File: src/rtl/fetch_pkg.sv
// Shared definitions for the fetch stage: state encoding, MIPS field positions
// and PC arithmetic helpers.
package fetch_pkg;

  localparam logic [1:0] ST_IDLE  = 2'd0;
  localparam logic [1:0] ST_FETCH = 2'd1;
  localparam logic [1:0] ST_FULL  = 2'd2;
  localparam logic [1:0] ST_DRAIN = 2'd3;

  typedef enum logic [1:0] {
    IDLE  = ST_IDLE,
    FETCH = ST_FETCH,
    FULL  = ST_FULL,
    DRAIN = ST_DRAIN
  } fetch_state_e;

  localparam int OPC_HI   = 31;
  localparam int OPC_LO   = 26;
  localparam int RS_HI    = 25;
  localparam int RS_LO    = 21;
  localparam int RT_HI    = 20;
  localparam int RT_LO    = 16;
  localparam int RD_HI    = 15;
  localparam int RD_LO    = 11;
  localparam int FUNCT_HI = 5;
  localparam int FUNCT_LO = 0;
  localparam int IMM_HI   = 15;
  localparam int IMM_LO   = 0;

  localparam logic [31:0] PC_STEP = 32'd4;

  // Instruction addresses are always word aligned; the low two bits are dropped.
  function automatic logic [31:0] word_align(input logic [31:0] addr);
    return {addr[31:2], 2'b00};
  endfunction

endpackage

File: src/rtl/instr_field_split.sv
// Combinational splitter of a 32-bit MIPS instruction into its fields; shared
// with the decode stage.
module instr_field_split
  import fetch_pkg::*;
(
  input  logic [31:0] instr_i,
  output logic [5:0]  opcode_o,
  output logic [4:0]  rs_o,
  output logic [4:0]  rt_o,
  output logic [4:0]  rd_o,
  output logic [5:0]  funct_o,
  output logic [15:0] imm16_o
);

  assign opcode_o = instr_i[OPC_HI:OPC_LO];
  assign rs_o     = instr_i[RS_HI:RS_LO];
  assign rt_o     = instr_i[RT_HI:RT_LO];
  assign rd_o     = instr_i[RD_HI:RD_LO];
  assign funct_o  = instr_i[FUNCT_HI:FUNCT_LO];
  assign imm16_o  = instr_i[IMM_HI:IMM_LO];

endmodule

File: src/rtl/instr_fetch_stage.sv
// Single-outstanding instruction fetch stage: PC, req/ack memory port and a
// one-entry valid/ready output buffer towards decode.
module instr_fetch_stage
  import fetch_pkg::*;
#(
  parameter logic [31:0] RESET_PC = 32'h0000_0000
) (
  input  logic        clk,
  input  logic        rst_n,
  output logic        imem_req,
  output logic [31:0] imem_addr,
  input  logic        imem_ack,
  input  logic [31:0] imem_rdata,
  input  logic        redirect_valid,
  input  logic [31:0] redirect_pc,
  output logic        id_valid,
  input  logic        id_ready,
  output logic [31:0] id_instr,
  output logic [31:0] id_pc,
  output logic [31:0] id_pc_plus4,
  output logic [5:0]  id_opcode,
  output logic [4:0]  id_rs,
  output logic [4:0]  id_rt,
  output logic [4:0]  id_rd,
  output logic [5:0]  id_funct,
  output logic [15:0] id_imm16
);

  fetch_state_e state_q, state_d;
  logic [31:0]  pc_q, pc_d;
  logic [31:0]  req_addr_q, req_addr_d;
  logic [31:0]  instr_q, instr_d;
  logic [31:0]  id_pc_q, id_pc_d;
  logic [31:0]  redir_pc_s;

  assign redir_pc_s = word_align(redirect_pc);

  // State and datapath registers.
  always_ff @(posedge clk or negedge rst_n) begin
    if (!rst_n) begin
      state_q    <= IDLE;
      pc_q       <= RESET_PC;
      req_addr_q <= RESET_PC;
      instr_q    <= 32'h0000_0000;
      id_pc_q    <= 32'h0000_0000;
    end else begin
      state_q    <= state_d;
      pc_q       <= pc_d;
      req_addr_q <= req_addr_d;
      instr_q    <= instr_d;
      id_pc_q    <= id_pc_d;
    end
  end

  // Next-state logic; a redirect while a request is outstanding must wait for
  // the stale ack (DRAIN) because the memory cannot cancel it.
  always_comb begin
    state_d    = state_q;
    pc_d       = pc_q;
    req_addr_d = req_addr_q;
    instr_d    = instr_q;
    id_pc_d    = id_pc_q;
    case (state_q)
      IDLE: begin
        state_d = FETCH;
        if (redirect_valid) begin
          pc_d       = redir_pc_s;
          req_addr_d = redir_pc_s;
        end else begin
          req_addr_d = pc_q;
        end
      end
      FETCH: begin
        if (imem_ack && redirect_valid) begin
          pc_d       = redir_pc_s;
          req_addr_d = redir_pc_s;
        end else if (imem_ack) begin
          instr_d = imem_rdata;
          id_pc_d = req_addr_q;
          pc_d    = req_addr_q + PC_STEP;
          state_d = FULL;
        end else if (redirect_valid) begin
          pc_d    = redir_pc_s;
          state_d = DRAIN;
        end else begin
          state_d = FETCH;
        end
      end
      DRAIN: begin
        if (imem_ack) begin
          state_d = FETCH;
          if (redirect_valid) begin
            pc_d       = redir_pc_s;
            req_addr_d = redir_pc_s;
          end else begin
            req_addr_d = pc_q;
          end
        end else if (redirect_valid) begin
          pc_d = redir_pc_s;
        end else begin
          state_d = DRAIN;
        end
      end
      FULL: begin
        if (redirect_valid) begin
          pc_d       = redir_pc_s;
          req_addr_d = redir_pc_s;
          state_d    = FETCH;
        end else if (id_ready) begin
          req_addr_d = pc_q;
          state_d    = FETCH;
        end else begin
          state_d = FULL;
        end
      end
      default: begin
        state_d = IDLE;
      end
    endcase
  end

  assign imem_req    = (state_q == FETCH) || (state_q == DRAIN);
  assign imem_addr   = req_addr_q;
  assign id_valid    = (state_q == FULL);
  assign id_instr    = instr_q;
  assign id_pc       = id_pc_q;
  assign id_pc_plus4 = id_pc_q + PC_STEP;

  instr_field_split u_split (
    .instr_i  (instr_q),
    .opcode_o (id_opcode),
    .rs_o     (id_rs),
    .rt_o     (id_rt),
    .rd_o     (id_rd),
    .funct_o  (id_funct),
    .imm16_o  (id_imm16)
  );

endmodule
File: config.mk
export PLATFORM = sky130hd
export DESIGN_NAME = instr_fetch_stage
export DESIGN_NICKNAME = d
export VERILOG_FILES = /design/src/rtl/fetch_pkg.sv /design/src/rtl/instr_field_split.sv /design/src/rtl/instr_fetch_stage.sv
export SDC_FILE = /design/constraint.sdc
export NUM_CORES = 1
export LEC_CHECK = 0
export CAP_MARGIN = 25
export CORE_MARGIN = 8
export CORE_UTILIZATION = 35
export CTS_BUF_LIST = sky130_fd_sc_hd__clkbuf_4 sky130_fd_sc_hd__clkbuf_8 sky130_fd_sc_hd__clkbuf_16
export CTS_CLUSTER_DIAMETER = 60
export CTS_CLUSTER_SIZE = 20
export DETAILED_ROUTE_END_ITERATION = 7
export PLACE_DENSITY_LB_ADDON = 0.2
export SYNTH_ARGS = -nofsm -noshare
export SYNTH_HDL_FRONTEND = slang
export SYNTH_SLANG_ARGS = --single-unit
File: constraint.sdc
create_clock -name clk -period 1.96 [get_ports clk]
set_input_delay 0.196 -clock clk [delete_from_list [all_inputs] [get_ports clk]]
set_output_delay 0.196 -clock clk [all_outputs]
set_load 0.02 [all_outputs]
==> flow_metrics.py, run 1 <==
metrics = {
    "yosys": {
        "yosysWarnings": 0,
        "synthXorXnorAreaFrac_pct": 6.694,
        "synth_top_area_share_pct": 47.81,
        "ys_top_cells_by_count": "237 x nand2_1, 130 x dfrtp_1, 49 x nor2_1",
        "ys_top_cells_by_area": "dfrtp_1 48%, nand2_1 13%, mux2i_1 5.1%, buf_4 5.0%, xnor2_1 3.9%",
        "synth_top_family_by_area": "simple AND/OR/NAND/NOR gates",
        "yosysMostFrequentCell": "nand2_1",
        "synthAdderAreaFrac_pct": 0.3678,
        "synth_edf_count": 0,
        "yosysUniqueCellTypes": 40,
        "syn_inst": 786,
        "synthMuxAreaShare_pct": 5.149,
        "async_reset_ff_share_pct": 100.0,
        "syn_avg_cell_area_sq_um": 8.657,
        "ys.flop_type": "dfrtp_1",
        "synthesis.nets": 857,
        "synthSimpleGateAreaFrac_pct": 23.96,
        "yosysTopAreaCell": "dfrtp_1",
        "syn_area_sq_mm": 0.006804,
        "ys_seq_area_share_pct": 47.81,
        "synth_compound_area_share_pct": 7.834,
        "ys_ff_latch": 130,
    },
    "floorplanning": {
        "fp.dieH_um": 155.4,
        "rows": 51,
        "design.core.area_sq_mm": 0.01927,
        "die_x_um": 155.4,
        "start_util_pct": 35.31,
        "ioPinCount": 242,
        "die_area_sq_mm": 0.02416,
    },
    "worst_hold_path": {
        "hp-class": "in -> reg",
        "worstHoldStart": "redirect_valid",
    },
    "sta": {
        "period_share_pct": 121.8,
        "period_minus_slack_ns": 2.387,
        "setup_tns_ns": -4.823,
        "setup_slack_ns": -0.4272,
        "max_slew.worst_pin.slew_ns": 0.4844,
        "rsz0062_at_grt": "yes",
        "hold_viol_final": 0,
        "slew_viol_final": 0,
        "fmax_mhz": 418.9,
        "fin_skew_ns": 0.008880,
        "slew_headroom_pct": 67.71,
        "setup_viol": 16,
    },
    "critical_path": {
        "path_max_fanout": 4,
        "worstPathArrival_ns": 2.19,
        "cp-end-kind": "output pin",
        "critPathKind": "reg -> out",
        "r2r-start": "state_q[1]",
        "startpoint": "id_pc[3]",
        "cp.required_ns": 1.76,
        "critPathLaunchType": "flip-flop",
    },
    "grt": {
        "grt_pass1_vias": 6329,
        "grt_pass1_wl_mm": 35.69,
        "grt_start_max_net_pins": 79,
        "overflow": 0,
        "antenna_found_initial": 1,
        "track_usage_pct": 18.77,
    },
    "routing": {
        "vias_per_cell": 4.727,
        "finalWirelength_mm": 22.77,
        "drt_pass1_iterations": 5,
        "final_antenna_net_count": 0,
        "wl_per_cell_um": 17.11,
        "first_iter_violations": 400,
        "vias": 6291,
        "drc": 0,
    },
    "finish": {
        "utilization_pct": 55.28,
        "final_nets": 1125,
        "antennaDiodeCount": 0,
        "nFillCells": 1790,
        "drive_above_1_share_pct": 20.54,
        "final_area_sq_mm": 0.01065,
        "layout-area-overhead-vs-synth_pct": 56.56,
    },
    "cts": {
        "clk_path_buf_depth": 2,
        "clock_sinks": 130,
        "clockRootBuffer": "clkbuf_16",
        "cts_buffers": 17,
        "insertion_delay_ns": 0.42,
        "clk_pin_slew_ns": 0.06,
        "htree_num_levels": 4,
        "cts_tree": "built",
    },
    "power_and_ir_drop": {
        "p_leak_nw": 4.809,
        "power_density_mw_per_mm2": 1318,
        "vdd_drop_max_v": 0.0006829,
    },
    "flow_run": {
        "cap_viol_max_count": 0,
    },
    "placement": {
        "portBuffers": 239,
        "dpl.hpwl_mm": 16.93,
        "placed_area_sq_mm": 0.009931,
        "gp_congestion": 0.7896,
        "post-place-ws_ns": -0.5837,
    },
    "outcome": {
        "violations": "negative setup slack",
        "status": "complete, but fails checks",
    },
}
==> cell type report <==
cell class / count / area (sq um) / share of cell area [%]
clock inverters: 9 / 107.6 / 1.010
clock buffers: 22 / 475.5 / 4.463
repair buffers: 340 / 3164 / 29.70
flip-flops and latches: 130 / 3277 / 30.76
multi-input cells: 555 / 3259 / 30.60
well taps: 265 / 331.6 / 3.113
inverters: 10 / 37.54 / 0.3524
==> cell usage in the layout (no fill, tap or decap), types with 6 or more instances in the layout <==
cell type	instances
clkdlybuf4s50_1	207
dfrtp_1	111
mux2i_1	35
xor2_1	20
buf_4	108
o221ai_1	11
and3_1	15
nor3b_1	6
xnor2_1	21
nand2_1	235
buf_6	8
xnor2_2	9
o21ai_0	19
nand4_1	15
buf_12	6
a21oi_1	46
clkbuf_16	17
nand3_1	13
dfrtp_2	19
nor2_1	45
inv_1	10
==> routing by layer <==
| layer | global-route usage [%] | vias up | share of wire (%) | routed length [um] |
|---|---|---|---|---|
| met1 | 24.72 | 2995 | 45 | 10280 |
| met2 | 29.83 | 175 | 47 | 10630 |
| li1 | - | 3095 | - | - |
| met5 | 0 | - | 0.057 | 13 |
| met4 | 5.915 | 2 | 1.5 | 332 |
| met3 | 4.577 | 24 | 6.6 | 1514 |
==> flip-flops by register name (all words and copies together), names as in the netlist <==
| signal | count |
|---|---|
| id_instr | 32 |
| id_pc | 32 |
| imem_addr | 32 |
| pc_q | 32 |
| state_q | 2 |
==> timing repair <==
item,in CTS,in global routing
endpoints found under the setup margin,29,24
endpoints found under the hold margin,45,0
resized for setup,140,28
setup buffers,3,4
pin swaps,4,14
hold buffers,1,0
==> critical path, stage by stage (launching register included) <==
cell     delay [ns]
dfrtp_2        0.41
ha_4           0.15
and3_4         0.20
nand4_1        0.10
buf_6          0.15
nor3_4         0.26
buf_6          0.14
nand3_4        0.07
xnor2_2        0.13
buf_4          0.15
==> worst paths after layout <==
kind,end,slack [ns],cells after the start
worst max-delay path,id_pc_plus4[28],-0.43,9
worst max register to register,id_instr[11],0.14,5
min in group asynchronous,pc_q[4],0.29,2
worst min-delay path,pc_q[5],0.22,3
max in group asynchronous,id_instr[29],1.04,3
worst min register to register,imem_addr[1],0.49,2
==> cell families after synthesis <==
kind of cell,count (synthesis)
buffers and inverters,101
muxes,35
AOI/OAI and AO/OA,91
and+or+nand+nor,375
DFF,130
xor gates and xnor gates,52
adders and majority gates,2
==> where the power goes <==
group	internal, mW	leakage (nW)	total (mW)	switching [mW]
clock network	1.97	0.274	3.13	1.17
logic	3.24	2.99	6.93	3.69
registers	3.42	1.55	3.98	0.563
==> through the flow <==
| stage | power [mW] | cells | hold WS (ns) |
|---|---|---|---|
| after floorplan | 7.512 | 786 | -0.09959 |
| after global placement | 10.96 | 1292 | 0.1764 |
| after detailed placement | 11.04 | 1292 | 0.1768 |
| after CTS | 14.10 | 1327 | 0.1912 |
| after global routing | 14.79 | 1331 | 0.2372 |
| final | 14.04 | 1331 | 0.2169 |
Power figures use the tool's default switching activity.
==> run 2, diff against run 1 <==
CTS_BUF_LIST = default   (was sky130_fd_sc_hd__clkbuf_4 sky130_fd_sc_hd__clkbuf_8 sky130_fd_sc_hd__clkbuf_16)
==> flow_metrics.py, run 2 (same netlist as run 1, synthesis figures left out) <==
metrics = {
    "outcome": {
        "status": "complete, but fails checks",
        "violations": "negative setup slack",
    },
    "sta": {
        "timing.hold.ws_ns": 0.2106,
        "setup_viol": 16,
        "period_share_pct": 122.3,
        "slew_viol_final": 0,
        "hold_viol_final": 0,
        "fin_skew_ns": 0.009880,
        "max_slew.worst_pin.slew_ns": 0.4898,
        "slew_headroom_pct": 67.35,
        "rsz0062_at_grt": "yes",
        "setup_tns_ns": -4.890,
        "fmax_mhz": 417.0,
        "period_minus_slack_ns": 2.398,
        "setup_slack_ns": -0.4379,
    },
    "routing": {
        "first_iter_violations": 419,
        "drc": 0,
        "finalWirelength_mm": 22.74,
        "drt_pass1_iterations": 4,
        "final_antenna_net_count": 0,
        "wl_per_cell_um": 17.09,
        "vias": 6264,
        "vias_per_cell": 4.706,
    },
    "worst_hold_path": {
        "hp-class": "in -> reg",
    },
    "critical_path": {
        "worstPathArrival_ns": 2.20,
        "cp-end-kind": "output pin",
        "r2r-start": "state_q[1]",
        "r2r-end": "id_pc[0]",
        "cp-endpoint": "id_pc_plus4[28]",
        "critPathKind": "reg -> out",
        "critPathLaunchType": "flip-flop",
        "path_max_fanout": 4,
        "cp.required_ns": 1.76,
        "reg2reg_slack_ns": 0.13,
        "r2r_cells": 5,
        "startpoint": "id_pc[3]",
    },
    "power_and_ir_drop": {
        "intPower_mw": 8.583,
        "totalPowerFinal_mw": 14.00,
        "comb_power_share_pct": 49.4,
        "switching_share_pct": 38.70,
        "vdd_drop_max_v": 0.0006855,
        "seq_power_share_pct": 28.4,
        "clkPwrFrac_pct": 22.1,
        "p_leak_nw": 4.799,
        "switchingPower_mw": 5.418,
        "power_density_mw_per_mm2": 1316,
    },
    "placement": {
        "placed_area_sq_mm": 0.009931,
        "portBuffers": 239,
        "dpl.hpwl_mm": 16.93,
        "gp_congestion": 0.7896,
    },
    "grt": {
        "overflow": 0,
        "grt_pass1_wl_mm": 35.62,
        "antenna_found_initial": 1,
        "grt_pass1_vias": 6309,
        "track_usage_pct": 18.73,
        "grt_start_max_net_pins": 79,
    },
    "floorplanning": {
        "ioPinCount": 242,
        "rows": 51,
        "start_util_pct": 35.31,
        "die_x_um": 155.4,
        "die_area_sq_mm": 0.02416,
        "design.core.area_sq_mm": 0.01927,
        "fp.dieH_um": 155.4,
    },
    "finish": {
        "antennaDiodeCount": 0,
        "final_nets": 1125,
        "final_area_sq_mm": 0.01064,
        "drive_above_1_share_pct": 20.26,
        "final_common_cell": "nand2_1",
        "layout-area-overhead-vs-synth_pct": 56.40,
        "final_cell_mix": "235 x nand2_1, 207 x clkdlybuf4s50_1, 111 x dfrtp_1",
        "nFillCells": 1790,
    },
    "cts": {
        "clk_pin_slew_ns": 0.06,
        "clockRootBuffer": "clkbuf_16",
        "clock_sinks": 130,
        "clk_path_buf_depth": 2,
        "cts_buffers": 17,
        "cts_tree": "built",
        "insertion_delay_ns": 0.42,
        "htree_num_levels": 4,
    },
    "flow_run": {
        "cap_viol_max_count": 0,
    },
}
run 2: worst min-delay path by stage:
stage,from,to,slack (ns),cells past startpoint
after floorplan,rst_n,id_instr[0],-0.1,0
after global placement,rst_n,pc_q[4],0.18,1
after detailed placement,rst_n,pc_q[4],0.18,1
after CTS,redirect_valid,pc_q[5],0.19,3
after global routing,redirect_valid,pc_q[6],0.24,3
final,redirect_valid,pc_q[5],0.21,3
run 2: final cells by class:
| class | instances | area, sq um | area share (%) |
|---|---|---|---|
| Sequential cell | 130 | 3277 | 30.79 |
| Inverter | 10 | 37.54 | 0.3527 |
| Timing Repair Buffer | 340 | 3164 | 29.74 |
| Multi-Input combinational cell | 555 | 3259 | 30.63 |
| Tap cell | 265 | 331.6 | 3.116 |
| Clock inverter | 9 | 107.6 | 1.011 |
| Clock buffer | 22 | 464.2 | 4.362 |
run 2: timing repair:
| action | in CTS | in global routing |
|---|---|---|
| setup endpoints to repair | 29 | 24 |
| hold buffers | 1 | 0 |
| pin swaps | 4 | 14 |
| hold endpoints to repair | 45 | 0 |
| setup buffers | 3 | 4 |
| resized for setup | 140 | 28 |
run 2: power groups by stage:
stage / logic (mW) / registers (mW) / clock network, mW
after floorplan: 2.57 / 4.94 / 0
after global placement: 6.99 / 3.97 / 0
after global routing: 7.39 / 4.10 / 3.26
after detailed placement: 7.02 / 4.02 / 0
final: 6.92 / 3.98 / 3.09
after CTS: 6.94 / 3.98 / 3.15
run 2: metrics by stage:
step | utilization, % | setup slack, ns | std cells
2_1_floorplan | - | -0.008898 | 786
3_3_place_gp | 51.53 | -0.5201 | 1292
3_5_place_dp | 51.53 | -0.5837 | 1292
4_1_cts | 54.64 | -0.4217 | 1327
5_1_grt | 55.22 | -0.5241 | 1331
6_report | 55.22 | -0.4379 | 1331
run 2: critical path: stages (launching register included):
cell,delay (ns)
dfrtp_2,0.41
ha_4,0.15
and3_4,0.20
nand4_1,0.11
buf_6,0.15
nor3_4,0.26
buf_6,0.14
nand3_4,0.08
xnor2_2,0.13
buf_4,0.15
run 2: per-layer routing:
metal	vias to the layer above	wire (um)	GRT usage [%]
li1	3095	-	-
met1	2965	10310	24.82
met2	177	10610	29.56
met3	25	1468	4.577
met4	2	338	5.915
met5	-	13	0
==> run 3, diff against run 2 <==
SKIP_CTS_REPAIR_TIMING = 1   (was default)
==> flow_metrics.py, run 3 (same netlist as run 1, synthesis figures left out) <==
metrics = {
    "outcome": {
        "status": "complete, but fails checks",
        "violations": "negative setup slack",
    },
    "sta": {
        "max_slew.worst_pin.slew_ns": 0.4860,
        "period_share_pct": 119.0,
        "slew_headroom_pct": 67.60,
        "fin_skew_ns": 0.01147,
        "slew_viol_final": 0,
        "setup_viol": 16,
        "hold_viol_final": 0,
        "period_minus_slack_ns": 2.332,
        "rsz0062_at_grt": "yes",
        "fmax_mhz": 428.7,
        "timing.hold.ws_ns": 0.2159,
        "setup_slack_ns": -0.3724,
    },
    "finish": {
        "antennaDiodeCount": 0,
        "final_cell_mix": "235 x nand2_1, 207 x clkdlybuf4s50_1, 111 x dfrtp_1",
        "final_nets": 1122,
        "layout-area-overhead-vs-synth_pct": 56.01,
        "nFillCells": 1798,
        "final_area_sq_mm": 0.01062,
        "final_common_cell": "nand2_1",
        "utilization_pct": 55.08,
        "drive_above_1_share_pct": 19.57,
    },
    "flow_run": {
        "cap_viol_max_count": 0,
    },
    "critical_path": {
        "critPathKind": "reg -> out",
        "cp-end-kind": "output pin",
        "r2r-end": "id_pc[0]",
        "reg2reg_slack_ns": 0.12,
        "r2r-start": "state_q[1]",
        "critPathLaunchType": "flip-flop",
        "worstPathArrival_ns": 2.14,
        "path_max_fanout": 5,
        "cp.required_ns": 1.76,
        "r2r_cells": 5,
    },
    "placement": {
        "post-place-ws_ns": -0.5837,
        "gp_congestion": 0.7896,
        "portBuffers": 239,
        "dpl.hpwl_mm": 16.93,
        "placed_area_sq_mm": 0.009931,
    },
    "routing": {
        "vias": 6257,
        "finalWirelength_mm": 22.73,
        "vias_per_cell": 4.712,
        "wl_per_cell_um": 17.12,
        "drt_pass1_iterations": 4,
        "first_iter_violations": 393,
        "drc": 0,
        "final_antenna_net_count": 0,
    },
    "floorplanning": {
        "design.core.area_sq_mm": 0.01927,
        "start_util_pct": 35.31,
        "die_x_um": 155.4,
        "die_area_sq_mm": 0.02416,
        "rows": 51,
        "ioPinCount": 242,
        "fp.dieH_um": 155.4,
    },
    "power_and_ir_drop": {
        "power_density_mw_per_mm2": 1318,
        "vdd_drop_max_v": 0.0006836,
        "p_leak_nw": 4.828,
    },
    "grt": {
        "grt_start_max_net_pins": 79,
        "track_usage_pct": 18.57,
        "grt_pass1_wl_mm": 35.29,
        "grt_pass1_vias": 6264,
        "antenna_found_initial": 1,
        "overflow": 0,
    },
    "worst_hold_path": {
        "hp-class": "in -> reg",
        "hold_end": "pc_q[6]",
        "whs_path_depth": 3,
        "worstHoldStart": "redirect_valid",
    },
    "cts": {
        "clk_path_buf_depth": 2,
        "cts_tree": "built",
        "clk_pin_slew_ns": 0.06,
        "cts_buffers": 17,
        "clockRootBuffer": "clkbuf_16",
        "htree_num_levels": 4,
        "clock_sinks": 130,
        "insertion_delay_ns": 0.42,
    },
}
run 3: changes by cell type in the layout (fill, tap and decap cells not counted), moves of 2 or more:
cell / delta
buf_4: -3
xnor2_1: +2
clkbuf_2: -3
dlymetal6s2s_1: +7
xnor2_2: -2
dlygate4sd2_1: -3
run 3: worst max path at each step:
stage | from | endpoint | depth (start not counted)
final | id_pc[3] | id_pc_plus4[30] | 8
after global routing | id_pc[3] | id_pc_plus4[30] | 8
after CTS | id_pc[3] | id_pc_plus4[30] | 7
after detailed placement | id_pc[3] | id_pc_plus4[30] | 7
after global placement | id_pc[2] | id_pc_plus4[30] | 7
after floorplan | id_pc[9] | id_pc_plus4[29] | 5
run 3: layout make-up:
type	count	area, sq um	share of cell area [%]
flip-flops and latches	130	3277	30.87
clock buffers	22	464.2	4.373
well taps	265	331.6	3.124
repair buffers	337	3177	29.93
inverters	10	37.54	0.3536
clock inverters	9	107.6	1.014
multi-input cells	555	3221	30.34
run 3: worst max-delay path, cell delays in order (launching register included):
cell	delay, ns
dfrtp_2	0.39
ha_2	0.19
and3_4	0.22
nand4_1	0.11
buf_6	0.16
nor3_4	0.20
nand3_1	0.15
xnor2_2	0.15
buf_4	0.16
run 3: power breakdown:
group	internal (mW)	total, mW	leakage (nW)	switching [mW]
Clock	1.93	3.09	0.264	1.17
Combinational	3.26	6.92	3.02	3.66
Sequential	3.42	3.97	1.55	0.554
run 3: through the flow:
| stage | std cells | TNS [ns] | total power [mW] |
|---|---|---|---|
| 2_1_floorplan | 786 | -0.01743 | 7.512 |
| 3_3_place_gp | 1292 | -6.418 | 10.96 |
| 3_5_place_dp | 1292 | -7.131 | 11.04 |
| 4_1_cts | 1323 | -18.62 | 14.17 |
| 5_1_grt | 1328 | -6.009 | 14.74 |
| 6_report | 1328 | -4.642 | 13.99 |
run 3: layer usage:
layer / vias up / global-route usage, % / wire, um
met1: 2964 / 24.87 / 10370
met4: 2 / 5.915 / 311
met2: 176 / 29.16 / 10600
met5: - / 0 / 13
li1: 3090 / - / -
met3: 25 / 4.272 / 1435
